[config.mk]
export PLATFORM = sky130hd
export DESIGN_NAME = vga_tile_display
export DESIGN_NICKNAME = d
export VERILOG_FILES = /design/src/rtl/vga_tile_display.sv
export SDC_FILE = /design/constraint.sdc
export NUM_CORES = 1
export LEC_CHECK = 0
export CAP_MARGIN = 20
export CORE_AREA = 2 2 132 134
export CTS_BUF_LIST = sky130_fd_sc_hd__clkbuf_4
export DETAILED_ROUTE_END_ITERATION = 8
export DIE_AREA = 0 0 134 136
export PLACE_DENSITY = 0.71
export SKIP_LAST_GASP = 1
export SLEW_MARGIN = 20
export SYNTH_ARGS = -nofsm -noshare
export SYNTH_HDL_FRONTEND = slang
export SYNTH_SLANG_ARGS = --single-unit
[constraint.sdc]
create_clock -name CLOCK_50 -period 3.6 [get_ports CLOCK_50]
set_input_delay 0.36 -clock CLOCK_50 [delete_from_list [all_inputs] [get_ports CLOCK_50]]
set_output_delay 0.36 -clock CLOCK_50 [all_outputs]
set_load 0.05 [all_outputs]
[src/rtl/vga_tile_display.sv]
// vga_tile_display: VGA timing generator that paints a GRID_H x GRID_V grid of solid tiles.
module vga_tile_display #(
  parameter int H_ACTIVE = 640,
  parameter int H_FP = 16,
  parameter int H_SYNC = 96,
  parameter int H_BP = 48,
  parameter int V_ACTIVE = 480,
  parameter int V_FP = 10,
  parameter int V_SYNC = 2,
  parameter int V_BP = 33,
  parameter int SYNC_POL = 0,
  parameter int CLK_DIV = 2,
  parameter int GRID_H = 4,
  parameter int GRID_V = 4,
  parameter int CBITS = 2,
  parameter int BPC = 4,
  localparam int HB = GRID_H > 1 ? $clog2(GRID_H) : 1,
  localparam int VB = GRID_V > 1 ? $clog2(GRID_V) : 1
) (
  input  logic               CLOCK_50,
  input  logic               RESET,
  input  logic               WR_VALID,
  output logic               WR_READY,
  input  logic [HB-1:0]      WR_H,
  input  logic [VB-1:0]      WR_V,
  input  logic [3*CBITS-1:0] WR_COLOR,
  input  logic               WR_FILL,
  output logic               VGA_HS,
  output logic               VGA_VS,
  output logic [BPC-1:0]     VGA_R,
  output logic [BPC-1:0]     VGA_G,
  output logic [BPC-1:0]     VGA_B,
  output logic [9:0]         PIX_X,
  output logic [9:0]         PIX_Y,
  output logic               FRAME_START
);
  localparam int CW = 3 * CBITS;
  localparam int REP = BPC / CBITS;
  localparam logic SP = SYNC_POL != 0;
  localparam logic [2:0] CD1 = 3'(CLK_DIV - 1);
  localparam logic [9:0] HA = 10'(H_ACTIVE);
  localparam logic [9:0] HS0 = 10'(H_ACTIVE + H_FP);
  localparam logic [9:0] HS1 = 10'(H_ACTIVE + H_FP + H_SYNC);
  localparam logic [9:0] HT1 = 10'(H_ACTIVE + H_FP + H_SYNC + H_BP - 1);
  localparam logic [9:0] VA = 10'(V_ACTIVE);
  localparam logic [9:0] VS0 = 10'(V_ACTIVE + V_FP);
  localparam logic [9:0] VS1 = 10'(V_ACTIVE + V_FP + V_SYNC);
  localparam logic [9:0] VT1 = 10'(V_ACTIVE + V_FP + V_SYNC + V_BP - 1);
  localparam logic [9:0] TW1 = 10'(H_ACTIVE / GRID_H - 1);
  localparam logic [9:0] TH1 = 10'(V_ACTIVE / GRID_V - 1);

  typedef enum logic [1:0] {ACTIVE, FRONT, SYNC, BACK} state_t;

  function automatic state_t decode(input logic [9:0] c, a, f, s);
    return c < a ? ACTIVE : c < f ? FRONT : c < s ? SYNC : BACK;
  endfunction

  logic [2:0] pc;
  logic tick, tick_q, h_wrap, accept, commit;
  logic [9:0] hc, vc, hc_nx, vc_nx, hsub, vsub;
  logic [HB-1:0] tx;
  logic [VB-1:0] ty;
  state_t hs, vs, hs_nx, vs_nx;
  logic pend, pend_fill;
  logic [HB-1:0] pend_h;
  logic [VB-1:0] pend_v;
  logic [CW-1:0] pend_c, pix;
  logic [CW-1:0] tiles [GRID_V][GRID_H];

  always_comb begin
    tick = pc == CD1;
    h_wrap = hc == HT1;
    hc_nx = tick ? (h_wrap ? '0 : hc + 10'd1) : hc;
    vc_nx = tick && h_wrap ? (vc == VT1 ? '0 : vc + 10'd1) : vc;
    hs_nx = decode(hc_nx, HA, HS0, HS1);
    vs_nx = decode(vc_nx, VA, VS0, VS1);
    accept = WR_VALID && WR_READY;
    commit = pend && tick && vc >= VA;
    pix = tiles[ty][tx];
  end

  always_ff @(posedge CLOCK_50) begin
    if (RESET) begin
      hs <= ACTIVE;
      vs <= ACTIVE;
    end else begin
      hs <= hs_nx;
      vs <= vs_nx;
    end
  end

  // Tile coordinates track hc/vc with sub-tile counters instead of dividers
  always_ff @(posedge CLOCK_50) begin
    if (RESET) begin
      pc <= '0;
      tick_q <= 1'b0;
      hc <= '0;
      vc <= '0;
      hsub <= '0;
      vsub <= '0;
      tx <= '0;
      ty <= '0;
    end else begin
      pc <= tick ? '0 : pc + 3'd1;
      tick_q <= tick;
      hc <= hc_nx;
      vc <= vc_nx;
      if (tick) begin
        hsub <= h_wrap || hsub == TW1 ? '0 : hsub + 10'd1;
        tx <= h_wrap ? '0 : hsub == TW1 ? tx + 1'b1 : tx;
        if (h_wrap) begin
          vsub <= vc == VT1 || vsub == TH1 ? '0 : vsub + 10'd1;
          ty <= vc == VT1 ? '0 : vsub == TH1 ? ty + 1'b1 : ty;
        end
      end
    end
  end

  // All pixel outputs sample the same hc/vc one cycle after the tick, so sync and colour stay aligned
  always_ff @(posedge CLOCK_50) begin
    if (RESET) begin
      VGA_HS <= ~SP;
      VGA_VS <= ~SP;
      VGA_R <= '0;
      VGA_G <= '0;
      VGA_B <= '0;
      PIX_X <= '0;
      PIX_Y <= '0;
      FRAME_START <= 1'b0;
    end else begin
      FRAME_START <= tick_q && hc == '0 && vc == '0;
      if (tick_q) begin
        VGA_HS <= hs == SYNC ? SP : ~SP;
        VGA_VS <= vs == SYNC ? SP : ~SP;
        PIX_X <= hc;
        PIX_Y <= vc;
        VGA_R <= hs == ACTIVE && vs == ACTIVE ? {REP{pix[CW-1 -: CBITS]}} : '0;
        VGA_G <= hs == ACTIVE && vs == ACTIVE ? {REP{pix[2*CBITS-1 -: CBITS]}} : '0;
        VGA_B <= hs == ACTIVE && vs == ACTIVE ? {REP{pix[CBITS-1:0]}} : '0;
      end
    end
  end

  // Writes wait in a one-entry buffer and land only in vertical blanking
  always_ff @(posedge CLOCK_50) begin
    if (RESET) begin
      pend <= 1'b0;
      WR_READY <= 1'b0;
      for (int i = 0; i < GRID_V; i++)
        for (int j = 0; j < GRID_H; j++)
          tiles[i][j] <= '0;
    end else begin
      WR_READY <= !(accept || (pend && !commit));
      if (accept) begin
        pend <= 1'b1;
        pend_h <= WR_H;
        pend_v <= WR_V;
        pend_c <= WR_COLOR;
        pend_fill <= WR_FILL;
      end else if (commit) begin
        pend <= 1'b0;
        if (pend_fill)
          for (int i = 0; i < GRID_V; i++)
            for (int j = 0; j < GRID_H; j++)
              tiles[i][j] <= pend_c;
        else
          tiles[pend_v][pend_h] <= pend_c;
      end
    end
  end
endmodule

# After elaboration in Yosys (flattened, before gate mapping)
# Memories as Yosys holds them, arrays and structs flattened. A register that Yosys moved wholly into a read port is not among the register bits.
# Cells that the tools add are included.
op_classes:
  addsub: 7
  n_lt_le_gt_ge: 10
  n_eq_ne: 7
  muxes: 59
  n_bitwise: 19
  reduce_logical: 31
op_table:
  columns: ["cell", "count"]
  rows:
  - ["6-bit two-way mux", 19]
  - ["24-bit two-way mux", 3]
  - ["10-bit two-way mux", 6]
  - ["10-bit by 1-bit adder with 10-bit output, second input constant", 4]
  - ["10-bit < comparator, second input constant", 3]
  - ["10-bit by 9-bit < comparator with 1-bit output, second input constant", 3]
  - ["24-bit OR reduction", 1]
  - ["10-bit equality test, second input constant", 2]
  - ["10-bit zero test", 2]
  - ["1-bit two-way mux", 19]
  - ["1-bit bitwise OR", 16]
  - ["2-bit two-way mux", 7]
  - ["6-bit binary-select mux with 2-bit select", 1]
  - ["6-bit demux with 2-bit select", 1]
  - ["4-bit two-way mux", 3]
  - ["10-bit by 7-bit equality test with 1-bit output, second input constant", 1]
  - ["10-bit by 8-bit equality test with 1-bit output, second input constant", 1]
  - ["10-bit by 9-bit >= comparator with 1-bit output, second input constant", 1]
  - ["1-bit logical AND", 9]
  - ["3-bit >= comparator, second input constant", 2]
  - ["2-bit inverter with 3-bit output", 2]
  - ["2-bit AND reduction", 3]
  - ["2-bit nonzero test", 3]
  - ["2-bit OR reduction", 3]
  - ["other kinds (11)", 18]
word_totals:
  reg_bits: 100
  ram_bits: 96
  in_bits: 14
  out_inout_bits: 36
  word_cells: 160
  mem_count: 1
mem_list:
  columns: ["name", "words", "word_bits", "read_ports", "rd_clocked_by_memory_dff", "wr", "line", "source"]
  rows:
  - ["tiles", 4, 24, 1, 1, 4, "68", "logic [CW-1:0] tiles [GRID_V][GRID_H];"]

# Logic depth before layout (Yosys ltp)
depth:
  depth_word: 9
  ltp_mapped: 10
  mapped_depth_nobuf: 8

# Least setup slack after synthesis
# OpenSTA, ideal clock, no wires.
synth_timing:
  kind: "flip-flop to flip-flop"
  startpoint: "register vc[7]"
  endpoint: "memory tiles[0][18] (netlist name), enable pin"
  setup_time_ns: 0.377
  arrival_ns: 1.960
  required_time_ns: 3.223
  setup_slack_ns: 1.263
  path_stages_with_launch: 7
  n_path_buf: 1
  synth_period_minus_slack_ns: 2.337
  path_cell_list: "dfxtp_1 > clkbuf_1 > a41oi_1 > nor4_1 > nor2b_1 > nand2b_1 > o21ai_0"
synth_rtl:
  columns: ["element", "line", "source"]
  rows:
  - ["start: declaration", "60", "logic [9:0] hc, vc, hc_nx, vc_nx, hsub, vsub;"]
  - ["start signal: assignment", "107", "vc <= vc_nx;"]
  - ["end: declaration", "68", null]

==> reports/metrics.yaml <==
n_fill_cell: 1399
dieArea_mm2: 0.0182
clk_latency_ps: 580
internal_power_mw: 2.81
ys_ff_latch: 192
start_kind: "flip-flop"
synth_area_leaders: "edfxtp_1 (37%), dfxtp_1 (19%), mux4_2 (7.7%)"
powerDensity_mw_per_mm2: 386
syn_nets: 766
max_stage_delay_ps: 700
grt_pass1_vias: 5461
tightest_slew_ps: 1090
cts-root-buf: "clkbuf_4"
netSwitchingFraction_pct: 23.8
power_frac_seq_pct: 65.3
seq_area_frac_synth_pct: 56.2
combPwrFrac_pct: 6.0
numClockSinks: 192
area_growth_syn_to_layout_pct: 9.52
yosysWarningCount: 0
wl_per_cell_um: 18.5
fmax_mhz: 329
crit_required_ps: 3830
r2r-end: "tiles[3][16]$_DFFE_PP_"
dieHeight_um: 136
cts.htree.levels: 4
path_class: "reg -> reg"
synth_edf_count: 107
path_buf_inv: 0
antenna_left: 0
wl_um: 18700
layout.nets: 793
clkPwrFrac_pct: 28.7
rows: 48
grtUsageTotal_pct: 21.6
path_max_fanout: 10
hold_viol_final: 0
hold_path.class: "in -> reg"
drc: 0
cap_violations: 0
postCtsHoldBufs: 0
skew_ps: 17.6
synth_cells: 744
hp-start: "RESET"
synth.avg_cell_area_um2: 11.7
setup_violations: 0
grt_overflow: 0
synthFlopType: "edfxtp_1"
ios: 50
slew_headroom_pct: 27.0
cts_buffers: 17
drive_gt1_share_pct: 12.0
arrival_ps: 3270
synth_cell_types: 65
viasPerCell: 5.74
cts_tree: "yes"
place_hpwl_um: 13000
grt_first_pass_wirelength_um: 29900
drt_iter0_drc: 636
peakVddDrop_uv: 180
synth.most_common_cell: "edfxtp_1"
cts.clk_slew.worst_paths_ps: 150
regArea_mm2: 0.00492
finalCritPeriodShare_pct: 84.4
clockBufferDepth: 2
fin_util_pct: 56.7
place_congestion: 0.834
fin_setup_tns_ps: 0
hold_path_depth: 3
cts_resized: 0
crit_start: "vc[7]$_SDFF_PP0_"
p_leak_nw: 3.22
worst_setup_path_end_kind: "flip-flop"
synth_top_area_cell: "edfxtp_1"
cp.depth: 5
slowest_stage: "o21ai_0"
grt_max_degree: 67
drt_pass1_iterations: 7
worstPathCellList: "a41oi_1, nor4_1, nor2b_1, nand2_1, o21ai_0"
finalCriticalPeriod_ps: 3040
min_to: "WR_READY$_SDFF_PP0_"
start_util_pct: 51.8
ys_top_cells_by_count: "edfxtp_1 (107), dfxtp_1 (85), and2_1 (72)"
async_flop_share_pct: 0
antenna_found_initial: 1
synth.top_cell.area_share_pct: 36.8
timing.rr.start: "vc[7]$_SDFF_PP0_"
rsz0062_at_grt: "false"
postCtsSetupRepairBufs: 0
rrSetupSlack_ps: 560
final_max_slew_viol_count: 0
p_switching_mw: 0.879
coreArea_mm2: 0.0169
io_buffers: 49
num_vias: 5793
multi_input_area_mm2: 0.00352
critPathTopFamily: "simple AND/OR/NAND/NOR gates"
reg2reg_depth: 5
outcome: "completed"
fp.dieW_um: 134
synthesis.area_mm2: 0.00874
registers in the layout, indices dropped and copies added, names as in the netlist, 2 cells and up, named ones only:
register / cells
PIX_X: 10
VGA_R: 2
pc: 3
tiles: 96
pend_h: 2
VGA_G: 2
vsub: 10
pend_v: 2
VGA_B: 2
hsub: 10
vc: 10
vs: 2
pend_c: 6
ty: 2
tx: 2
PIX_Y: 10
hc: 10
hs: 2
layout by cell type (no fill, tap or decap), types with 8 or more instances in the layout:
cell type	instances
nor4_1	10
clkbuf_4	20
nor2_1	71
edfxtp_1	107
clkdlybuf4s50_1	48
dfxtp_1	84
and2_1	72
mux4_2	30
o21ai_0	42
nor3_1	15
buf_4	11
xnor2_1	8
mux2i_1	21
a21oi_1	20
a31oi_1	8
nand3_1	9
ha_1	8
nand2b_1	9
xor2_1	16
nand2_1	31
inv_1	12
nand4_1	17
nor2b_1	37
through the flow:
step	cell area (um2)	hold WS (ps)	power [mW]	instances	setup slack, ps
2_1_floorplan	8740	439	2.60	744	1260
3_3_place_gp	9330	451	2.67	977	614
3_5_place_dp	9330	466	2.68	977	551
4_1_cts	9570	41.4	3.72	1009	548
5_1_grt	9570	69.5	3.84	1010	324
6_report	9570	82.3	3.69	1010	562
power by group through the flow:
stage               logic [mW]  registers (mW)  clock network, mW
floorplan                0.145            2.45                  0
global placement         0.217            2.46                  0
detailed placement       0.223            2.46                  0
CTS                      0.223            2.41               1.09
global route             0.241            2.42               1.18
finish                   0.222            2.41               1.06
cell type report:
class,instances,share of cell area [%]
Tap cell,225,2.94
Clock buffer,20,1.57
Antenna cell,1,0.0261
Sequential cell,192,51.4
Inverter,12,0.471
Clock inverter,12,0.980
Timing Repair Buffer,60,5.93
Multi-Input combinational cell,488,36.7
worst reg2reg max path, cell delays in order, from the launching register on:
cell	delay (ps)
dfxtp_1	560
a41oi_1	290
nor4_1	670
nor2b_1	270
nand2_1	200
o21ai_0	700
worst max path at each step:
stage                                         to  slack (ps)
final                     tiles[3][16]$_DFFE_PP_         560
after global routing      tiles[3][12]$_DFFE_PP_         320
after CTS                 tiles[3][16]$_DFFE_PP_         550
after detailed placement  tiles[3][16]$_DFFE_PP_         550
after global placement    tiles[2][15]$_DFFE_PP_         610
after floorplan           tiles[0][18]$_DFFE_PP_        1260
layer usage:
| metal | global-route usage (%) | wire length [um] | up-vias |
|---|---|---|---|
| met4 | 6.68 | 226 | 0 |
| met2 | 35.8 | 9180 | 217 |
| li1 | - | - | 2736 |
| met3 | 4.10 | 1120 | 24 |
| met5 | 0 | 0 | - |
| met1 | 29.1 | 8160 | 2816 |
cells by family (layout without fill, tap and decap cells):
| family | count (synthesis) | in the layout | synth area share (%) |
|---|---|---|---|
| other | 0 | 1 | 0 |
| and+or+nand+nor | 303 | 303 | 19.2 |
| xor gates and xnor gates | 24 | 24 | 2.40 |
| buffers and inverters | 64 | 104 | 3.55 |
| DFF | 192 | 192 | 56.2 |
| AOI/OAI and AO/OA | 100 | 100 | 7.06 |
| adders and majority gates | 8 | 8 | 1.15 |
| muxes | 53 | 53 | 10.4 |
(Power assumes the default switching activity.)
